===== src/rtl/c16_prg_loader_if.sv =====
// Host download port plus RAM-mux write port of the C16 PRG loader.
// slave = loader side, master = host/RAM-mux side.
interface c16_prg_loader_if #(
  parameter int ADDR_W = 16
);
  logic              dl_start;
  logic              dl_wr;
  logic [7:0]        dl_data;
  logic              dl_end;
  logic              dl_busy;
  logic              slot;
  logic [ADDR_W-1:0] ram_addr;
  logic [7:0]        ram_dout;
  logic              ram_we;
  logic              cpu_hold;
  logic              loading;
  logic              error;

  modport slave (
    input  dl_start, dl_wr, dl_data, dl_end, slot,
    output dl_busy, ram_addr, ram_dout, ram_we, cpu_hold, loading, error
  );

  modport master (
    output dl_start, dl_wr, dl_data, dl_end, slot,
    input  dl_busy, ram_addr, ram_dout, ram_we, cpu_hold, loading, error
  );
endinterface


===== src/rtl/c16_prg_loader.sv =====
// Streams a host PRG file (2-byte load address + data) into C16 RAM using free
// bus slots, then patches the BASIC VARTAB/ARYTAB/STREND pointers.
module c16_prg_loader #(
  parameter int                ADDR_W   = 16,
  parameter logic [ADDR_W-1:0] PTR_BASE = ADDR_W'(16'h002D)
) (
  input logic             CLK28,
  input logic             RESET_N,
  c16_prg_loader_if.slave bus
);

  localparam logic [2:0] S_IDLE   = 3'd0;
  localparam logic [2:0] S_HDR_LO = 3'd1;
  localparam logic [2:0] S_HDR_HI = 3'd2;
  localparam logic [2:0] S_DATA   = 3'd3;
  localparam logic [2:0] S_FLUSH  = 3'd4;
  localparam logic [2:0] S_PATCH  = 3'd5;

  logic [2:0]        state_reg,   state_next;
  // One extra bit so a write past the top of memory is detectable.
  logic [ADDR_W:0]   wptr_reg,    wptr_next;
  logic [7:0]        hdr_lo_reg,  hdr_lo_next;
  logic              pending_reg, pending_next;
  logic              error_reg,   error_next;
  logic [2:0]        idx_reg,     idx_next;
  logic [ADDR_W-1:0] addr_reg,    addr_next;
  logic [7:0]        dout_reg,    dout_next;
  logic              wr_done;

  assign wr_done      = bus.slot & pending_reg;
  assign bus.ram_we   = wr_done;
  assign bus.ram_addr = addr_reg;
  assign bus.ram_dout = dout_reg;
  assign bus.error    = error_reg;
  assign bus.loading  = (state_reg != S_IDLE);
  assign bus.cpu_hold = (state_reg != S_IDLE);
  assign bus.dl_busy  = pending_reg | (state_reg == S_FLUSH) | (state_reg == S_PATCH);

  always_comb begin
    state_next   = state_reg;
    wptr_next    = wptr_reg;
    hdr_lo_next  = hdr_lo_reg;
    pending_next = pending_reg;
    error_next   = error_reg;
    idx_next     = idx_reg;
    addr_next    = addr_reg;
    dout_next    = dout_reg;

    if (wr_done) begin
      pending_next = 1'b0;
      if (state_reg == S_DATA || state_reg == S_FLUSH)
        wptr_next = wptr_reg + (ADDR_W+1)'(1);
    end

    case (state_reg)
      S_HDR_LO: begin
        if (bus.dl_end) begin
          error_next = 1'b1;
          state_next = S_IDLE;
        end else if (bus.dl_wr) begin
          hdr_lo_next = bus.dl_data;
          state_next  = S_HDR_HI;
        end
      end
      S_HDR_HI: begin
        if (bus.dl_end) begin
          error_next = 1'b1;
          state_next = S_IDLE;
        end else if (bus.dl_wr) begin
          wptr_next  = {1'b0, ADDR_W'({bus.dl_data, hdr_lo_reg})};
          state_next = S_DATA;
        end
      end
      S_DATA: begin
        if (bus.dl_wr && !pending_reg) begin
          // Past the top of memory: drop the byte but keep handshaking.
          if (wptr_reg[ADDR_W] || error_reg) begin
            error_next = 1'b1;
          end else begin
            addr_next    = wptr_reg[ADDR_W-1:0];
            dout_next    = bus.dl_data;
            pending_next = 1'b1;
          end
        end
        if (bus.dl_end)
          state_next = S_FLUSH;
      end
      S_FLUSH: begin
        if (!pending_reg) begin
          if (error_reg) begin
            state_next = S_IDLE;
          end else begin
            state_next   = S_PATCH;
            addr_next    = PTR_BASE;
            dout_next    = wptr_reg[7:0];
            pending_next = 1'b1;
            idx_next     = 3'd0;
          end
        end
      end
      S_PATCH: begin
        // Six pointer bytes: lo/hi of the end address, three times.
        if (wr_done) begin
          if (idx_reg == 3'd5) begin
            state_next = S_IDLE;
          end else begin
            idx_next     = idx_reg + 3'd1;
            addr_next    = addr_reg + ADDR_W'(1);
            dout_next    = idx_reg[0] ? wptr_reg[7:0] : wptr_reg[15:8];
            pending_next = 1'b1;
          end
        end
      end
      default: ;
    endcase

    // A new download always wins, aborting whatever is in flight.
    if (bus.dl_start) begin
      state_next   = S_HDR_LO;
      error_next   = 1'b0;
      pending_next = 1'b0;
    end
  end

  always_ff @(posedge CLK28 or negedge RESET_N) begin
    if (!RESET_N) begin
      state_reg   <= S_IDLE;
      wptr_reg    <= '0;
      hdr_lo_reg  <= '0;
      pending_reg <= 1'b0;
      error_reg   <= 1'b0;
      idx_reg     <= '0;
      addr_reg    <= '0;
      dout_reg    <= '0;
    end else begin
      state_reg   <= state_next;
      wptr_reg    <= wptr_next;
      hdr_lo_reg  <= hdr_lo_next;
      pending_reg <= pending_next;
      error_reg   <= error_next;
      idx_reg     <= idx_next;
      addr_reg    <= addr_next;
      dout_reg    <= dout_next;
    end
  end

endmodule

===== src/flat_wrapper.sv =====
// flat-port wrapper written by rule: the top's interface ports become plain ports
module c16_prg_loader_flat 
#(
  parameter int                ADDR_W   = 16,
  parameter logic [ADDR_W-1:0] PTR_BASE = ADDR_W'(16'h002D)
)
  (CLK28, RESET_N, bus_dl_start, bus_dl_wr, bus_dl_data, bus_dl_end, bus_slot, bus_dl_busy, bus_ram_addr, bus_ram_dout, bus_ram_we, bus_cpu_hold, bus_loading, bus_error);
  c16_prg_loader_if #(.ADDR_W(ADDR_W)) bus_i ();
  input logic CLK28;
  input logic RESET_N;
  input wire logic [$bits(bus_i.dl_start)-1:0] bus_dl_start;
  input wire logic [$bits(bus_i.dl_wr)-1:0] bus_dl_wr;
  input wire logic [$bits(bus_i.dl_data)-1:0] bus_dl_data;
  input wire logic [$bits(bus_i.dl_end)-1:0] bus_dl_end;
  input wire logic [$bits(bus_i.slot)-1:0] bus_slot;
  output wire logic [$bits(bus_i.dl_busy)-1:0] bus_dl_busy;
  output wire logic [$bits(bus_i.ram_addr)-1:0] bus_ram_addr;
  output wire logic [$bits(bus_i.ram_dout)-1:0] bus_ram_dout;
  output wire logic [$bits(bus_i.ram_we)-1:0] bus_ram_we;
  output wire logic [$bits(bus_i.cpu_hold)-1:0] bus_cpu_hold;
  output wire logic [$bits(bus_i.loading)-1:0] bus_loading;
  output wire logic [$bits(bus_i.error)-1:0] bus_error;
  assign bus_i.dl_start = bus_dl_start;
  assign bus_i.dl_wr = bus_dl_wr;
  assign bus_i.dl_data = bus_dl_data;
  assign bus_i.dl_end = bus_dl_end;
  assign bus_i.slot = bus_slot;
  assign bus_dl_busy = bus_i.dl_busy;
  assign bus_ram_addr = bus_i.ram_addr;
  assign bus_ram_dout = bus_i.ram_dout;
  assign bus_ram_we = bus_i.ram_we;
  assign bus_cpu_hold = bus_i.cpu_hold;
  assign bus_loading = bus_i.loading;
  assign bus_error = bus_i.error;
  c16_prg_loader #(.ADDR_W(ADDR_W), .PTR_BASE(PTR_BASE)) u_core (.CLK28(CLK28), .RESET_N(RESET_N), .bus(bus_i));
endmodule

===== config.mk =====
export PLATFORM = sky130hd
export DESIGN_NAME = c16_prg_loader_flat
export DESIGN_NICKNAME = d
export VERILOG_FILES = /design/src/rtl/c16_prg_loader_if.sv /design/src/rtl/c16_prg_loader.sv /design/src/flat_wrapper.sv
export SDC_FILE = /design/constraint.sdc
export NUM_CORES = 1
export LEC_CHECK = 0
export ABC_AREA = 1
export BUFFER_PORTS_ARGS = -buffer_cell sky130_fd_sc_hd__buf_4
export CORE_UTILIZATION = 59
export CTS_CLUSTER_SIZE = 20
export DETAILED_ROUTE_END_ITERATION = 7
export PLACE_DENSITY = 0.81
export SLEW_MARGIN = 20
export SYNTH_ARGS = -nofsm -noshare
export SYNTH_HDL_FRONTEND = slang
export SYNTH_SLANG_ARGS = --single-unit

===== constraint.sdc =====
create_clock -name CLK28 -period 2.3 [get_ports CLK28]
set_clock_uncertainty 0.2 [all_clocks]
set_input_delay 0.115 -clock CLK28 [delete_from_list [all_inputs] [get_ports CLK28]]
set_output_delay 0.115 -clock CLK28 [all_outputs]
set_load 0.02 [all_outputs]

# Word level (Yosys, flattened, before mapping)
# Cells that the tools add are included.
[totals] register_bits=57 in_bits=14 word_cells=101 out_inout_bits=29
[classes] n_bitwise=4 n_eq_ne=21 n_reduce_logical=15 addsub=3 n_mux=50
[op_table] operator="$mux 16" count=6
[op_table] operator="$mux 17" count=5
[op_table] operator="$mux 8" count=7
[op_table] operator="$pmux 16 s3" count=1
[op_table] operator="$mux 3" count=14
[op_table] operator="$pmux 8 s3" count=1
[op_table] operator="$ne 3x3->1 const B" count=6
[op_table] operator="$add 17x1->17 const B" count=1
[op_table] operator="$add 16x1->16 const B" count=1
[op_table] operator="$pmux 3 s5" count=1
[op_table] operator="$reduce_and 7->1" count=2
[op_table] operator="$mux 1" count=12
[op_table] operator="$ne 2x2->1 const B" count=6
[op_table] operator="$eq 3x3->1 const B" count=3
[op_table] operator="$reduce_bool 3->1" count=3
[op_table] operator="$ne 4x4->1 const B" count=2
[op_table] operator="$eq 3x2->1 const B" count=2
[op_table] operator="$pmux 3 s2" count=1
[op_table] operator="$reduce_bool 6->1" count=1
[op_table] operator="$reduce_and 5->1" count=1
[op_table] operator="$reduce_and 4->1" count=1
[op_table] operator="$add 3x1->3 const B" count=1
[op_table] operator="$eq 3x1->1 const B" count=1
[op_table] operator="$ne 3x1->1 const B" count=1
[op_table] operator="11 further kinds" count=13

# Depth between registers and ports, before layout
[logic_depth] ltp_word=7 ltp_mapped=11 depth_no_buf=11

# Least setup slack after synthesis
# OpenSTA, ideal clock, no wires.
[synth_timing] path_type="register to register" startpoint="reg u_core.addr_reg[1] (netlist: u_core.bus.ram_addr[1])" endpoint="reg u_core.addr_reg[12] (netlist: u_core.bus.ram_addr[12])" setup_ps=65 arrival_ps=1503 n_path_buf=0 required_time_ps=2035 synth_period_minus_slack_ps=1768 path_slack_ps=532 stages_incl_launch_ff=12 cell_sequence="dfrtp_1 > ha_1 > nand2_1 > nor2_1 > nand2_1 > nor2_1 > nand2_1 > nand2_1 > nand3_1 > nand2_1 > nand2_1 > nand2_1"
[synth_via] elab_chain_len=4
[synth_rtl] element="from (decl)" line="c16_prg_loader.sv:26" source="logic [ADDR_W-1:0] addr_reg, addr_next;"
[synth_rtl] element="from (signal assigned)" line="c16_prg_loader.sv:142" source="addr_reg <= addr_next;"
[synth_rtl] element="$add 16x1->16" line="c16_prg_loader.sv:108" source="addr_next = addr_reg + ADDR_W'(1);"
[synth_rtl] element="$mux 16" line="c16_prg_loader.sv:104" source="if (idx_reg == 3'd5) begin"
[synth_rtl] element="$mux 16" line="c16_prg_loader.sv:103" source="if (wr_done) begin"
[synth_rtl] element="$pmux 16 s3" line="c16_prg_loader.sv:55" source="case (state_reg)"
# Every way passes these cells. The select of a mux whose other input is x is not followed.
# A chain may end at the register's enable or synchronous reset.

# Worst setup path in the final report
[layout_timing] startpoint="reg u_core.state_reg[2]" endpoint="reg u_core.addr_reg[15] (netlist: u_core.bus.ram_addr[15])"
[layout_via] elab_chain_len=3 elab_cells_between_ends=12 classes_between="eq/ne: 9; mux: 1; reduce/logical: 2"
[layout_rtl] element="from (decl)" line="c16_prg_loader.sv:19" source="logic [2:0] state_reg, state_next;"
[layout_rtl] element="from (signal assigned)" line="c16_prg_loader.sv:136" source="state_reg <= state_next;"
[layout_rtl] element="$eq 3x2->1 / $eq 3x3->1 (equally long branches)" line="c16_prg_loader.sv:55"
[layout_rtl] element="$ne 2x2->1 (no line) / $reduce_bool 3->1 (equally long branches)"
[layout_rtl] element="$reduce_and 7->1 (no line)"
# Several ways; a longest one is shown, not always the timed one.

==> impl_metrics.py <==
metrics = {
    "sta": {
        "holdWs_ns": 0.125,
        "period_share": 0.863,
        "rsz0062_at_grt": "no",
        "slew-limit-headroom": 0.513,
        "max_freq_ghz": 0.504,
        "setup_viol": 0,
        "hold_violations": 0,
        "worstMarginPinSlew_ns": 0.730,
        "slew_viol_final": 0,
        "fin_crit_ns": 1.99,
        "fin_setup_tns_ns": 0,
        "finalWorstSetupSlack_ns": 0.315,
    },
    "synthesis": {
        "synthArstFlopShare": 1.00,
        "synth_top_cell_area_share": 0.398,
        "yosysTopAreaCell": "dfrtp_1",
        "synth-seq-cells": 57,
        "synth_area_leaders": "dfrtp_1 (40%), nand2_1 (19%), inv_1 (6.0%), o21ai_0 (5.7%), nand3_1 (5.2%)",
        "synth.net_count": 552,
        "synth_ff_type": "dfrtp_1",
        "synth.cell_area_um2": 3580,
        "synth_cells": 534,
        "synth_edf_count": 0,
        "ys_seq_area_frac": 0.398,
        "synth.avg_cell_area_um2": 6.71,
        "yosysWarningCount": 0,
        "post_synth_num_cell_types": 29,
    },
    "detailed_routing": {
        "antenna_left": 0,
        "drt-met1-wl_mm": 4.43,
        "drt-total-wl_mm": 9.62,
        "avgViaCountPerCell": 5.64,
        "dr_wl_met3_um": 556,
        "dr_wl_met2_mm": 4.42,
        "detail_route.wl_per_cell_um": 14.5,
        "drc": 0,
        "drt_iter0_drc": 332,
        "top_layer_used": "met4",
        "vias": 3749,
        "first_pass_iters": 5,
    },
    "worst_setup_path": {
        "r2r_setup_slack_ns": 0.31,
        "arrival_ns": 2.01,
        "required_ns": 2.32,
        "slowest_stage": "dfrtp_1",
        "cp_max_fo": 22,
        "slowest_delay_ns": 0.44,
        "r2r-start": "u_core.state_reg[2]$_DFFE_PN0P_",
        "r2r-end": "u_core.bus.ram_addr[15]$_DFFE_PN0P_",
        "crit_chain": "nor2_2 -> inv_2 -> nand2_1 -> nand2_2 -> nor2_8 -> inv_4 -> nor2_1 -> a21oi_1",
        "path_class": "register to register",
        "reg2regPathDepth": 8,
        "worst_setup_path_start_kind": "register",
        "crit_family": "simple AND/OR/NAND/NOR gates",
        "crit_path_end_kind": "register",
        "crit_buf_inv": 2,
    },
    "floorplan": {
        "core-area_um2": 5890,
        "initial_core_util": 0.609,
        "die_h_um": 79.9,
        "dieArea_um2": 6390,
        "dieWidth_um": 79.9,
        "io_pins": 43,
        "num_rows": 28,
    },
    "placement": {
        "gp_congestion": 0.920,
        "dpl.hpwl_mm": 7.02,
        "pre_cts_ws_ns": 0.362,
        "portBuffers": 42,
    },
    "clock_network": {
        "cts_tree": "done",
        "cts_max_level": 3,
        "cts_made_buffers": 9,
        "cts_root_buf": "clkbuf_8",
        "cts_buffer_depth": 2,
        "cts_setup_buffers": 0,
        "clkLatencyLatePin_ns": 0.34,
        "clk_pin_slew_ns": 0.06,
        "clock-sinks": 57,
    },
    "cells_and_area": {
        "largest_reg_flops": 17,
        "drive_above_1_share": 0.124,
        "syn_to_final_growth_pct": 17.9,
        "final_nets": 605,
        "num_antenna_cells": 0,
        "fin_util": 0.718,
        "final_common_cell": "nand2_1",
        "layout_common_cells": "nand2_1 (184), inv_1 (57), dfrtp_1 (57), buf_4 (48), nor2_1 (46)",
    },
    "power_and_ir_drop": {
        "p_total_uw": 5380,
        "vdd_drop_max_mv": 0.716,
        "p_switching_uw": 2540,
        "p_leak_uw": 0.00211,
        "p_comb_frac": 0.484,
        "p_int_uw": 2840,
        "p_clk_frac": 0.151,
        "power_frac_seq": 0.364,
        "switching_share": 0.472,
        "power.density_nw_per_um2": 1270,
    },
    "grt": {
        "antenna_found_initial": 0,
        "track_usage": 0.327,
        "grt_pass1_wl_mm": 15.8,
        "first_global_vias": 3427,
        "grt_max_degree": 58,
        "overflow": 0,
    },
    "worst_hold_path": {
        "holdPathStages": 7,
        "min-delay-start": "bus_dl_wr",
        "hp-class": "input port to register",
        "whs_endpoint": "u_core.bus.error$_DFFE_PN0P_",
    },
    "outcome": {
        "status": "completed",
    },
    "run": {
        "drv_cap": 0,
    },
}
==> logic make-up after synthesis <==
| kind of cell | Yosys count | synth area share |
|---|---|---|
| AO/OA/AOI/OAI | 95 | 0.144 |
| XOR/XNOR | 1 | 0.00244 |
| adder cells (fa/ha/maj) | 4 | 0.0140 |
| buffers and inverters | 79 | 0.0911 |
| flip-flops | 57 | 0.398 |
| AND/OR/NAND/NOR | 298 | 0.351 |
==> how the worst max path moves through the flow <==
stage                                                      to                          startpoint  cells past startpoint
after floorplan           u_core.bus.ram_addr[12]$_DFFE_PN0P_  u_core.bus.ram_addr[1]$_DFFE_PN0P_                     11
after global placement          u_core.wptr_reg[12]$_DFF_PN0_        u_core.wptr_reg[1]$_DFF_PN0_                     10
after detailed placement  u_core.bus.ram_addr[12]$_DFFE_PN0P_  u_core.bus.ram_addr[1]$_DFFE_PN0P_                     11
after CTS                 u_core.bus.ram_addr[12]$_DFFE_PN0P_  u_core.bus.ram_addr[1]$_DFFE_PN0P_                     11
after global routing      u_core.bus.ram_addr[15]$_DFFE_PN0P_     u_core.state_reg[1]$_DFFE_PN0P_                      9
final                     u_core.bus.ram_addr[15]$_DFFE_PN0P_     u_core.state_reg[2]$_DFFE_PN0P_                      8
==> power groups by stage <==
| stage | sequential (uW) | clock [uW] | combinational [uW] |
|---|---|---|---|
| after detailed placement | 1960 | 0 | 2550 |
| final | 1960 | 814 | 2600 |
| after floorplan | 2030 | 0 | 1640 |
| after global routing | 2010 | 856 | 2910 |
| after CTS | 1940 | 815 | 2580 |
| after global placement | 1940 | 0 | 2480 |
==> routing by layer <==
layer | up-vias | track usage
li1 | 1840 | -
met1 | 1753 | 0.453
met2 | 137 | 0.522
met3 | 19 | 0.0389
met4 | 0 | 0.130
met5 | - | 0
==> cell usage after synthesis (4+ instances only) <==
library cell / number
o21bai_1: 4
nand3_1: 37
o21ai_0: 41
inv_1: 57
nor3_1: 7
a21oi_1: 21
nor2_1: 46
a31oi_1: 7
o211ai_1: 6
nand2_1: 184
o22ai_1: 4
clkbuf_1: 9
dfrtp_1: 57
o21ai_1: 12
ha_1: 4
buf_2: 4
nand4_1: 13
nor2_2: 4
==> stage by stage <==
stage,area (um2),std cells
final,4230,665
after global routing,4230,665
after CTS,4230,665
after detailed placement,3940,639
after global placement,3940,639
after floorplan,3580,534
==> area by class of cell <==
cell class | instances | area [um2]
fillers | 515 | 1660
repair buffers | 60 | 480
clock buffers | 14 | 163
well taps | 75 | 93.8
multi-input cells | 398 | 1830
inverters | 61 | 231
flip-flops and latches | 57 | 1430
==> worst reg2reg max path: cells and delay by family, from the launching register on <==
kind / cells / cell delay (ns)
AND/OR/NAND/NOR: 5 / 0.91
flip-flops: 1 / 0.44
buffers and inverters: 2 / 0.23
AO/OA/AOI/OAI: 1 / 0.08
==> repair_timing <==
action,in CTS,in global routing
hold buffers,12,0
hold endpoints to repair,82,0
resized for setup,0,0
No activity file was read; power rests on OpenSTA's default activity.
